File: src/rtl/seg7_pkg.sv
// Shared definitions for the multiplexed 7-segment display path:
// scan FSM states, "all off" patterns and the active-low hex glyph table.
package seg7_pkg;

  typedef enum logic [1:0] {
    IDLE,
    BLANK,
    DRIVE
  } state_t;

  localparam logic [6:0] SEG_OFF = 7'h7F;
  localparam logic [3:0] AN_OFF  = 4'hF;

  // Segment order {g,f,e,d,c,b,a}, 0 = lit; lowercase glyphs for b and d
  localparam logic [6:0] HEX_SEG [16] = '{
    7'h40, 7'h79, 7'h24, 7'h30, 7'h19, 7'h12, 7'h02, 7'h78,
    7'h00, 7'h10, 7'h08, 7'h03, 7'h46, 7'h21, 7'h06, 7'h0E
  };

endpackage

File: src/rtl/seg7_scan_if.sv
// Display-side bundle of the scanner: frame content and controls in,
// anode/segment pins and the frame strobe out.
interface seg7_scan_if;
  logic        en;
  logic [15:0] value;
  logic [3:0]  dp_in;
  logic [3:0]  blink_mask;
  logic        lz_suppress;
  logic [3:0]  an;
  logic [6:0]  seg;
  logic        dp;
  logic        frame_done;

  modport master (
    output en, value, dp_in, blink_mask, lz_suppress,
    input  an, seg, dp, frame_done
  );

  modport slave (
    input  en, value, dp_in, blink_mask, lz_suppress,
    output an, seg, dp, frame_done
  );
endinterface

File: src/rtl/seg7_hex_decode.sv
// Combinational nibble to active-low 7-segment pattern, shared by every
// display path that needs hex glyphs.
module seg7_hex_decode
  import seg7_pkg::*;
(
  input  logic [3:0] nibble,
  output logic [6:0] seg
);

  assign seg = HEX_SEG[nibble];

endmodule

File: src/rtl/seg7_scan.sv
// Four-digit multiplexed 7-segment scanner. segclk/sltclk from the divider are
// only sampled as enables; each digit is preceded by an all-off blank interval.
module seg7_scan
  import seg7_pkg::*;
#(
  parameter int GHOST_CYCLES = 64,
  parameter int SYNC_STAGES  = 2
) (
  input  logic       clk,
  input  logic       rst_n,
  input  logic       segclk,
  input  logic       sltclk,
  seg7_scan_if.slave disp
);

  localparam logic [13:0] GHOST_LAST = 14'(GHOST_CYCLES - 1);

  logic [SYNC_STAGES-1:0] seg_sync_reg;
  logic [SYNC_STAGES-1:0] slt_sync_reg;
  logic                   seg_prev_reg;
  logic                   tick;
  logic                   blink_on;

  state_t      state_reg;
  logic [1:0]  idx_reg;
  logic [13:0] blank_cnt_reg;
  logic [15:0] value_snap_reg;
  logic [3:0]  dp_snap_reg;
  logic [3:0]  blink_snap_reg;
  logic [3:0]  an_reg;
  logic [6:0]  seg_reg;
  logic        dp_reg;
  logic        frame_done_reg;

  logic [3:0]  cur_nibble;
  logic [6:0]  hex_seg;
  logic [3:0]  zero_from;
  logic        suppress;
  logic        blanked;
  logic [3:0]  drive_an;
  logic [6:0]  drive_seg;
  logic        drive_dp;

  always_ff @(posedge clk or negedge rst_n) begin
    if (!rst_n) begin
      seg_sync_reg <= '0;
      slt_sync_reg <= '0;
      seg_prev_reg <= 1'b0;
    end else begin
      seg_sync_reg <= {seg_sync_reg[SYNC_STAGES-2:0], segclk};
      slt_sync_reg <= {slt_sync_reg[SYNC_STAGES-2:0], sltclk};
      seg_prev_reg <= seg_sync_reg[SYNC_STAGES-1];
    end
  end

  assign tick     = seg_sync_reg[SYNC_STAGES-1] & ~seg_prev_reg;
  assign blink_on = slt_sync_reg[SYNC_STAGES-1];

  assign cur_nibble = value_snap_reg[{idx_reg, 2'b00} +: 4];

  seg7_hex_decode u_hex (
    .nibble (cur_nibble),
    .seg    (hex_seg)
  );

  // zero_from[k]: snapshot nibbles 3..k are all zero; digit 0 is never blanked
  genvar gi;
  generate
    for (gi = 0; gi < 4; gi++) begin : g_zero
      if (gi == 0) begin : g_first
        assign zero_from[gi] = 1'b0;
      end else begin : g_upper
        assign zero_from[gi] = ~|value_snap_reg[15:4*gi];
      end
    end
  endgenerate

  assign suppress  = disp.lz_suppress & zero_from[idx_reg];
  assign blanked   = blink_snap_reg[idx_reg] & blink_on;
  assign drive_an  = blanked ? AN_OFF : ~(4'b0001 << idx_reg);
  assign drive_seg = (blanked | suppress) ? SEG_OFF : hex_seg;
  assign drive_dp  = blanked ? 1'b1 : ~dp_snap_reg[idx_reg];

  always_ff @(posedge clk or negedge rst_n) begin
    if (!rst_n) begin
      state_reg      <= IDLE;
      idx_reg        <= 2'd0;
      blank_cnt_reg  <= '0;
      value_snap_reg <= '0;
      dp_snap_reg    <= '0;
      blink_snap_reg <= '0;
      an_reg         <= AN_OFF;
      seg_reg        <= SEG_OFF;
      dp_reg         <= 1'b1;
      frame_done_reg <= 1'b0;
    end else begin
      frame_done_reg <= 1'b0;
      an_reg         <= AN_OFF;
      seg_reg        <= SEG_OFF;
      dp_reg         <= 1'b1;
      if (!disp.en) begin
        state_reg     <= IDLE;
        idx_reg       <= 2'd0;
        blank_cnt_reg <= '0;
      end else begin
        case (state_reg)
          IDLE: begin
            value_snap_reg <= disp.value;
            dp_snap_reg    <= disp.dp_in;
            blink_snap_reg <= disp.blink_mask;
            blank_cnt_reg  <= '0;
            state_reg      <= BLANK;
          end
          BLANK: begin
            if (blank_cnt_reg == GHOST_LAST) begin
              state_reg <= DRIVE;
              an_reg    <= drive_an;
              seg_reg   <= drive_seg;
              dp_reg    <= drive_dp;
            end else begin
              blank_cnt_reg <= blank_cnt_reg + 14'd1;
            end
          end
          DRIVE: begin
            if (tick) begin
              idx_reg       <= idx_reg + 2'd1;
              blank_cnt_reg <= '0;
              state_reg     <= BLANK;
              // Reloading only on the wrap keeps every frame consistent
              if (idx_reg == 2'd3) begin
                frame_done_reg <= 1'b1;
                value_snap_reg <= disp.value;
                dp_snap_reg    <= disp.dp_in;
                blink_snap_reg <= disp.blink_mask;
              end
            end else begin
              an_reg  <= drive_an;
              seg_reg <= drive_seg;
              dp_reg  <= drive_dp;
            end
          end
          default: begin
            state_reg <= IDLE;
            idx_reg   <= 2'd0;
          end
        endcase
      end
    end
  end

  assign disp.an         = an_reg;
  assign disp.seg        = seg_reg;
  assign disp.dp         = dp_reg;
  assign disp.frame_done = frame_done_reg;

endmodule
File: src/flat_wrapper.sv
// flat-port wrapper written by rule: the top's interface ports become plain ports
module seg7_scan_flat import seg7_pkg::*;
#(
  parameter int GHOST_CYCLES = 64,
  parameter int SYNC_STAGES  = 2
)
  (clk, rst_n, segclk, sltclk, disp_en, disp_value, disp_dp_in, disp_blink_mask, disp_lz_suppress, disp_an, disp_seg, disp_dp, disp_frame_done);
  seg7_scan_if disp_i ();
  input  logic clk;
  input  logic rst_n;
  input  logic segclk;
  input  logic sltclk;
  input wire logic [$bits(disp_i.en)-1:0] disp_en;
  input wire logic [$bits(disp_i.value)-1:0] disp_value;
  input wire logic [$bits(disp_i.dp_in)-1:0] disp_dp_in;
  input wire logic [$bits(disp_i.blink_mask)-1:0] disp_blink_mask;
  input wire logic [$bits(disp_i.lz_suppress)-1:0] disp_lz_suppress;
  output wire logic [$bits(disp_i.an)-1:0] disp_an;
  output wire logic [$bits(disp_i.seg)-1:0] disp_seg;
  output wire logic [$bits(disp_i.dp)-1:0] disp_dp;
  output wire logic [$bits(disp_i.frame_done)-1:0] disp_frame_done;
  assign disp_i.en = disp_en;
  assign disp_i.value = disp_value;
  assign disp_i.dp_in = disp_dp_in;
  assign disp_i.blink_mask = disp_blink_mask;
  assign disp_i.lz_suppress = disp_lz_suppress;
  assign disp_an = disp_i.an;
  assign disp_seg = disp_i.seg;
  assign disp_dp = disp_i.dp;
  assign disp_frame_done = disp_i.frame_done;
  seg7_scan #(.GHOST_CYCLES(GHOST_CYCLES), .SYNC_STAGES(SYNC_STAGES)) u_core (.clk(clk), .rst_n(rst_n), .segclk(segclk), .sltclk(sltclk), .disp(disp_i));
endmodule
File: config.mk
export PLATFORM = sky130hd
export DESIGN_NAME = seg7_scan_flat
export DESIGN_NICKNAME = d
export VERILOG_FILES = /design/src/rtl/seg7_pkg.sv /design/src/rtl/seg7_scan_if.sv /design/src/rtl/seg7_hex_decode.sv /design/src/rtl/seg7_scan.sv /design/src/flat_wrapper.sv
export SDC_FILE = /design/constraint.sdc
export NUM_CORES = 1
export LEC_CHECK = 0
export CAP_MARGIN = 10
export CORE_UTILIZATION = 52
export CTS_BUF_LIST = sky130_fd_sc_hd__clkbuf_4
export DETAILED_ROUTE_END_ITERATION = 6
export GPL_ROUTABILITY_DRIVEN = 0
export PLACE_DENSITY = 0.87
export RECOVER_POWER = 50
export SLEW_MARGIN = 15
export SYNTH_ARGS = -nofsm -noshare
export SYNTH_HDL_FRONTEND = slang
export SYNTH_SLANG_ARGS = --single-unit
File: constraint.sdc
create_clock -name clk -period 2 [get_ports clk]
set_input_delay 0.3 -clock clk [delete_from_list [all_inputs] [get_ports clk]]
set_output_delay 0.3 -clock clk [all_outputs]
set_load 0.02 [all_outputs]
# Word-level counts from Yosys, hierarchy flattened

Memories as Yosys holds them, arrays and structs flattened.
Index checks and enable logic that the tools add are counted.

Register bits after elaboration: 60
ROM bits: 112
Input port bits: 30
Output and inout port bits: 13
Memories: 1

Add/subtract/negate cells: 2
Order comparisons: 2
Eq/ne operators: 11
Shifts and indexed selects: 2
Muxes and demuxes: 47
Bitwise operators: 8
Reductions and logical operators: 13

Memories:

| name             | words | bits a word | read ports | clocked after memory_dff | wr ports | line                  | source |
|---|---|---|---|---|---|---|---|
| (name not given) | 16    | 7           | 1          | 0                        | 0        | seg7_hex_decode.sv:10 | `assign seg = HEX_SEG[nibble];` |

Operators by type and width:

| cell                                                                    | count |
|---|---|
| 14-bit 2-to-1 mux                                                       | 3 |
| 7-bit 2-to-1 mux                                                        | 6 |
| 14-bit case mux with 3 select lines                                     | 1 |
| 16-bit 2-to-1 mux                                                       | 2 |
| 4-bit 2-to-1 mux                                                        | 8 |
| 16-bit case mux with 2 select lines                                     | 1 |
| 4-bit case mux with 2 select lines                                      | 3 |
| 16-bit by 5-bit indexed part select with 4-bit output                   | 1 |
| 14-bit by 1-bit adder with 14-bit output, second input constant         | 1 |
| 14-bit by 6-bit equality test with 1-bit output, second input constant  | 1 |
| 7-bit case mux with 2 select lines                                      | 1 |
| 12-bit OR reduction                                                     | 1 |
| 1-bit 2-to-1 mux                                                        | 11 |
| 2-bit 2-to-1 mux                                                        | 5 |
| 8-bit OR reduction                                                      | 1 |
| 1-bit binary-select mux with 2-bit select                               | 3 |
| 3-bit by 2-bit inequality test with 1-bit output, second input constant | 2 |
| 2-bit case mux with 3 select lines                                      | 1 |
| 5-bit >= comparator, second input constant                              | 1 |
| 4-bit NOT with 5-bit output                                             | 1 |
| 2-bit equality test, second input constant                              | 2 |
| 2-bit by 1-bit inequality test with 1-bit output, second input constant | 2 |
| 4-bit by 1-bit inequality test with 1-bit output, second input constant | 1 |
| 4-bit NOT                                                               | 1 |
| other kinds (19)                                                        | 25 |

# Depth between registers and ports, before layout

Depth in word-level cells: 10
Mapped depth: 9

# Cells and area by module

Synthesis repeated with hierarchy kept, for this count alone.

Cells, all modules: 308
Area total of the unflattened synthesis: 3,284.4 um2

By module, submodules not included:

| module          | times used | cells an instance | area each (um2) | sequential area each (um2) |
|---|---|---|---|---|
| seg7_scan       | 1          | 273               | 3,012.9         | 1,516.5 |
| seg7_hex_decode | 1          | 35                | 271.5           | 0.0 |

# Worst setup path after synthesis

No wires, ideal clock.

Path kind: register to register
Start point: reg u_core.idx_reg[1]
End point: reg u_core.seg_reg[2] (netlist: u_core.disp.seg[2])
Setup time: 0.102 ns
Data arrival time: 2.069 ns
Required time: 1.898 ns
Path slack: -0.171 ns
Stages on the path, launching flop included: 8
Path buffers: 1
Clock period less this slack: 2.171 ns
Cell sequence: dfrtp_1 buf_6 mux4_1 inv_1 ha_1 nor2_1 a2111oi_0 o221ai_1

Word-level cells in the longest chain between the ends: 9
Elaborated cells on any way between the ends: 17
Those cells by class: shift: 1; mux: 11; bitwise: 4; memory: 1

Ends and longest elaborated chain:

| element                                               | line                               | source |
|---|---|---|
| from (decl)                                           | seg7_scan.sv:25                    | `logic [1:0] idx_reg;` |
| from (signal assigned)                                | seg7_scan.sv:126                   | `idx_reg <= idx_reg + 2'd1;` |
| 16-bit by 5-bit indexed part select with 4-bit output | seg7_scan.sv:59                    | `assign cur_nibble = value_snap_reg[{idx_reg, 2'b00} +: 4];` |
| 4-bit NOT with 5-bit output (not written as such)     | seg7_hex_decode.sv:10              |  |
| memory read 16 x 7 bit                                | --                                 |  |
| 7-bit 2-to-1 mux (not written as such) (2 in a row)   | seg7_hex_decode.sv:10              |  |
| 7-bit 2-to-1 mux (*)                                  | seg7_scan.sv:81                    | `assign drive_seg = (blanked \| suppress) ? SEG_OFF : hex_seg;` |
| 7-bit 2-to-1 mux, on equally long branches            | seg7_scan.sv:125, seg7_scan.sv:115 |  |
| 7-bit case mux with 2 select lines (*)                | seg7_scan.sv:106                   | `case (state_reg)` |
| 7-bit 2-to-1 mux (*)                                  | seg7_scan.sv:101                   | `if (!disp.en) begin` |
| to (signal assigned)                                  | seg7_scan.sv:118                   | `seg_reg <= drive_seg;` |
| to (signal assigned)                                  | seg7_scan.sv:138                   | `seg_reg <= drive_seg;` |
| to (decl)                                             | seg7_scan.sv:31                    | `logic [6:0] seg_reg;` |

Mark *: on every way between the ends. The rest lies on a longest branch, timed or not. The select of a mux whose other input is x is not followed.
A chain may end at the register's enable or synchronous reset.

# Worst setup path in the final report

Start point: reg u_core.value_snap_reg[15]
End point: reg u_core.seg_reg[0] (netlist: u_core.disp.seg[0])

Word-level cells in the longest chain between the ends: 10
Elaborated cells on any way between the ends: 20
Those cells by class: shift: 1; mux: 9; bitwise: 3; reduce/logical: 6; memory: 1

Ends and longest elaborated chain:

| element                                                        | line                               | source |
|---|---|---|
| from (decl)                                                    | seg7_scan.sv:27                    | `logic [15:0] value_snap_reg;` |
| from (signal assigned)                                         | seg7_scan.sv:108                   | `value_snap_reg <= disp.value;` |
| from (signal assigned)                                         | seg7_scan.sv:132                   | `value_snap_reg <= disp.value;` |
| branches (longest 6 deep; another with memory read 16 x 7 bit) | --                                 |  |
| 7-bit 2-to-1 mux (*)                                           | seg7_scan.sv:81                    |  |
| 7-bit 2-to-1 mux, on equally long branches                     | seg7_scan.sv:125, seg7_scan.sv:115 |  |
| 7-bit case mux with 2 select lines (*)                         | seg7_scan.sv:106                   |  |
| 7-bit 2-to-1 mux (*)                                           | seg7_scan.sv:101                   |  |

Every way passes the cells marked *. The select of a mux whose other input is x is not followed.

==> results.cfg <==
[global_routing]
overflow = 0
grt_pass1_vias = 2559
grt_antenna_before_repair = 0
grt_max_degree = 25
grt_usage_pct = 25.3
grt_pass1_wl_um = 12400

[placement]
numPortBuffers = 42
dpl_cell_area_sq_mm = 0.00398
dp_hpwl_um = 5410

[power_and_ir_drop]
p_leak_nw = 1.74
total_power_mw = 5.45
irDropWorstVdd_uv = 710
powerDensity_mw_per_mm2 = 1240

[routing]
viasPerCell = 6.11
ant_nets = 0
drt_first_pass_iters = 6
vias = 2809
route.detailed.drc = 0
wl_per_cell_um = 18.2
drt_iter0_markers = 238
wl_um = 8360

[clock_network]
clockBufferDepth = 2
h-tree-depth = 3
clockRootBuffer = clkbuf_4
clk_pin_slew_ns = 0.10
clkLatencyLatePin_ns = 0.42
cts_tree = yes
numCtsBuffers = 9
cts_sinks = 60

[outcome]
status = finished, violations left
violations = negative setup slack

[logic_synthesis]
synth-edff-count = 0
synth_area_sq_mm = 0.00336
synth_area_per_cell_sq_um = 11.3
synth_nets = 343
synth_top_area_cell = dfrtp_1
ys_ff_latch = 60
synth.distinct_cells = 45
yosysWarnings = 0
synth_top_cell_area_share_pct = 35.7
synthFlopType = dfrtp_1
async_flop_share_pct = 100
synth-seq-area-share_pct = 45.1
synth.area.top_cells = dfrtp_1, dfstp_2, mux2_2
syn_inst = 298

[finish]
utilization_pct = 72.2
drive_gt1_share_pct = 35.8
largest_register_ffs = 16
regArea_sq_mm = 0.00152
design_area_sq_mm = 0.00440
final_common_cell = dfrtp_1
nNetsFinal = 426
nFillCells = 404
mostFrequentLayoutCells = dfrtp_1, clkdlybuf4s50_1, buf_4
multi_input_area_sq_mm = 0.00184
num_antenna_cells = 0
area_delta_synth_final_pct = 31.0

[worst_setup_path]
crit_slowest_cell = o211ai_1
crit_type = reg2reg
crit_arrival_ns = 2.41
critPathMaxStageDelay_ns = 0.46
cp-start-kind = register
path_max_fanout = 5
worstPathRequired_ns = 2.35
endpoint_kind = register
cpMostUsedCell = buf_4
cp_cell_sequence = buf_4, nor4_1, o211ai_1, buf_4, buf_4, o211ai_1, a21oi_1, o21ai_0

[sta]
hold_viol_final = 0
setup_slack_ns = -0.0600
rsz0062_at_grt = yes
max_freq_mhz = 485
period_minus_slack_ns = 2.06
worst_pin_slew_ns = 1.09
timing.hold.ws_ns = 0.369
clock_skew_ns = 0.00833
finalCritPeriodShare_pct = 103
drv_slew = 0
finalSetupViolCount = 6
slew_headroom_pct = 27.2

[die]
dieArea_sq_mm = 0.00679
initial_core_util_pct = 55.2
rows = 28
boundaryPins = 43
coreArea_sq_mm = 0.00610
die_x_um = 82.4
die_y_um = 82.4

[worst_hold_path]
hold_class = reg2reg

[run]
drv_cap = 0
## routing by layer
| metal | wire length [um] | vias up | GRT usage, % | share of wire [%] |
|---|---|---|---|---|
| met2 | 4180 | 137 | 40.3 | 50 |
| met4 | 279 | 0 | 11.9 | 3.3 |
| li1 | - | 1251 | - | - |
| met5 | 0 | - | 0 | 0 |
| met1 | 3380 | 1390 | 31.5 | 40 |
| met3 | 516 | 31 | 7.47 | 6.2 |
## worst max-delay path, delay by kind of cell (launching register included)
family	cells	cell delay [ns]
AOI/OAI and AO/OA	4	0.87
buffers and inverters	3	0.46
DFF	1	0.41
and+or+nand+nor	1	0.25
## where the power goes
part | leakage (nW) | total [mW] | switching [mW] | internal [mW]
clock network | 0.0580 | 0.692 | 0.437 | 0.255
logic | 0.961 | 2.83 | 1.41 | 1.42
registers | 0.725 | 1.92 | 0.284 | 1.64
total | 1.74 | 5.45 | 2.13 | 3.32
## logic make-up after synthesis
logic type                 Yosys count  share of synthesized area (%)
AOI/OAI and AO/OA                   63                           13.2
xor gates and xnor gates            14                           3.65
adders and majority gates           15                           5.58
buffers and inverters               30                           4.20
DFF                                 60                           45.1
muxes                               41                           16.7
and+or+nand+nor                     75                           11.5
## Yosys cell counts (6+ instances only)
master    instances
dfrtp_1          48
mux2_2           26
o21ai_0          20
nor2_1           17
ha_1             15
inv_1            15
nand2_1          14
xnor2_1          14
nand3_1          13
dfstp_2          12
a21oi_1          10
a211oi_1          6
mux2i_1           6
nand2b_1          6
nor4_1            6
## cell type report
cell class	instances	area share [%]
multi-input combinational	208	41.8
sequential	60	34.5
timing repair buffer	86	17.7
tap	75	2.13
clock buffer	10	1.70
inverter	16	1.51
clock inverter	5	0.682
## what timing repair did
action / CTS / global route
endpoints found under the hold margin: 20 / 0
setup endpoints to repair: 9 / 36
hold buffers: 1 / 0
setup buffers: 5 / 14
pin swaps: 2 / 13
resized for setup: 14 / 29
## worst paths after layout
check / start / to / slack [ns] / cells after the start
setup / recovery: u_core.value_snap_reg[15] / u_core.disp.seg[0] / -0.06 / 8
hold / removal: u_core.seg_sync_reg[0] / u_core.seg_sync_reg[1] / 0.37 / 0
setup reg to reg: u_core.value_snap_reg[15] / u_core.disp.seg[0] / -0.06 / 8
hold reg to reg: u_core.seg_sync_reg[0] / u_core.seg_sync_reg[1] / 0.37 / 0
max in group asynchronous: rst_n / u_core.disp.dp / 0.30 / 3
min in group asynchronous: rst_n / u_core.value_snap_reg[0] / 0.59 / 2
## through the flow
stage,std cells,setup slack [ns],setup TNS (ns)
after floorplan,298,-0.0291,-0.0420
after global placement,425,0.0414,0
after detailed placement,425,-0.0388,-0.130
after CTS,446,-0.00164,-0.00164
after global routing,460,-0.137,-0.810
final,460,-0.0600,-0.231
Note: power is estimated with default switching activity, not from simulation.
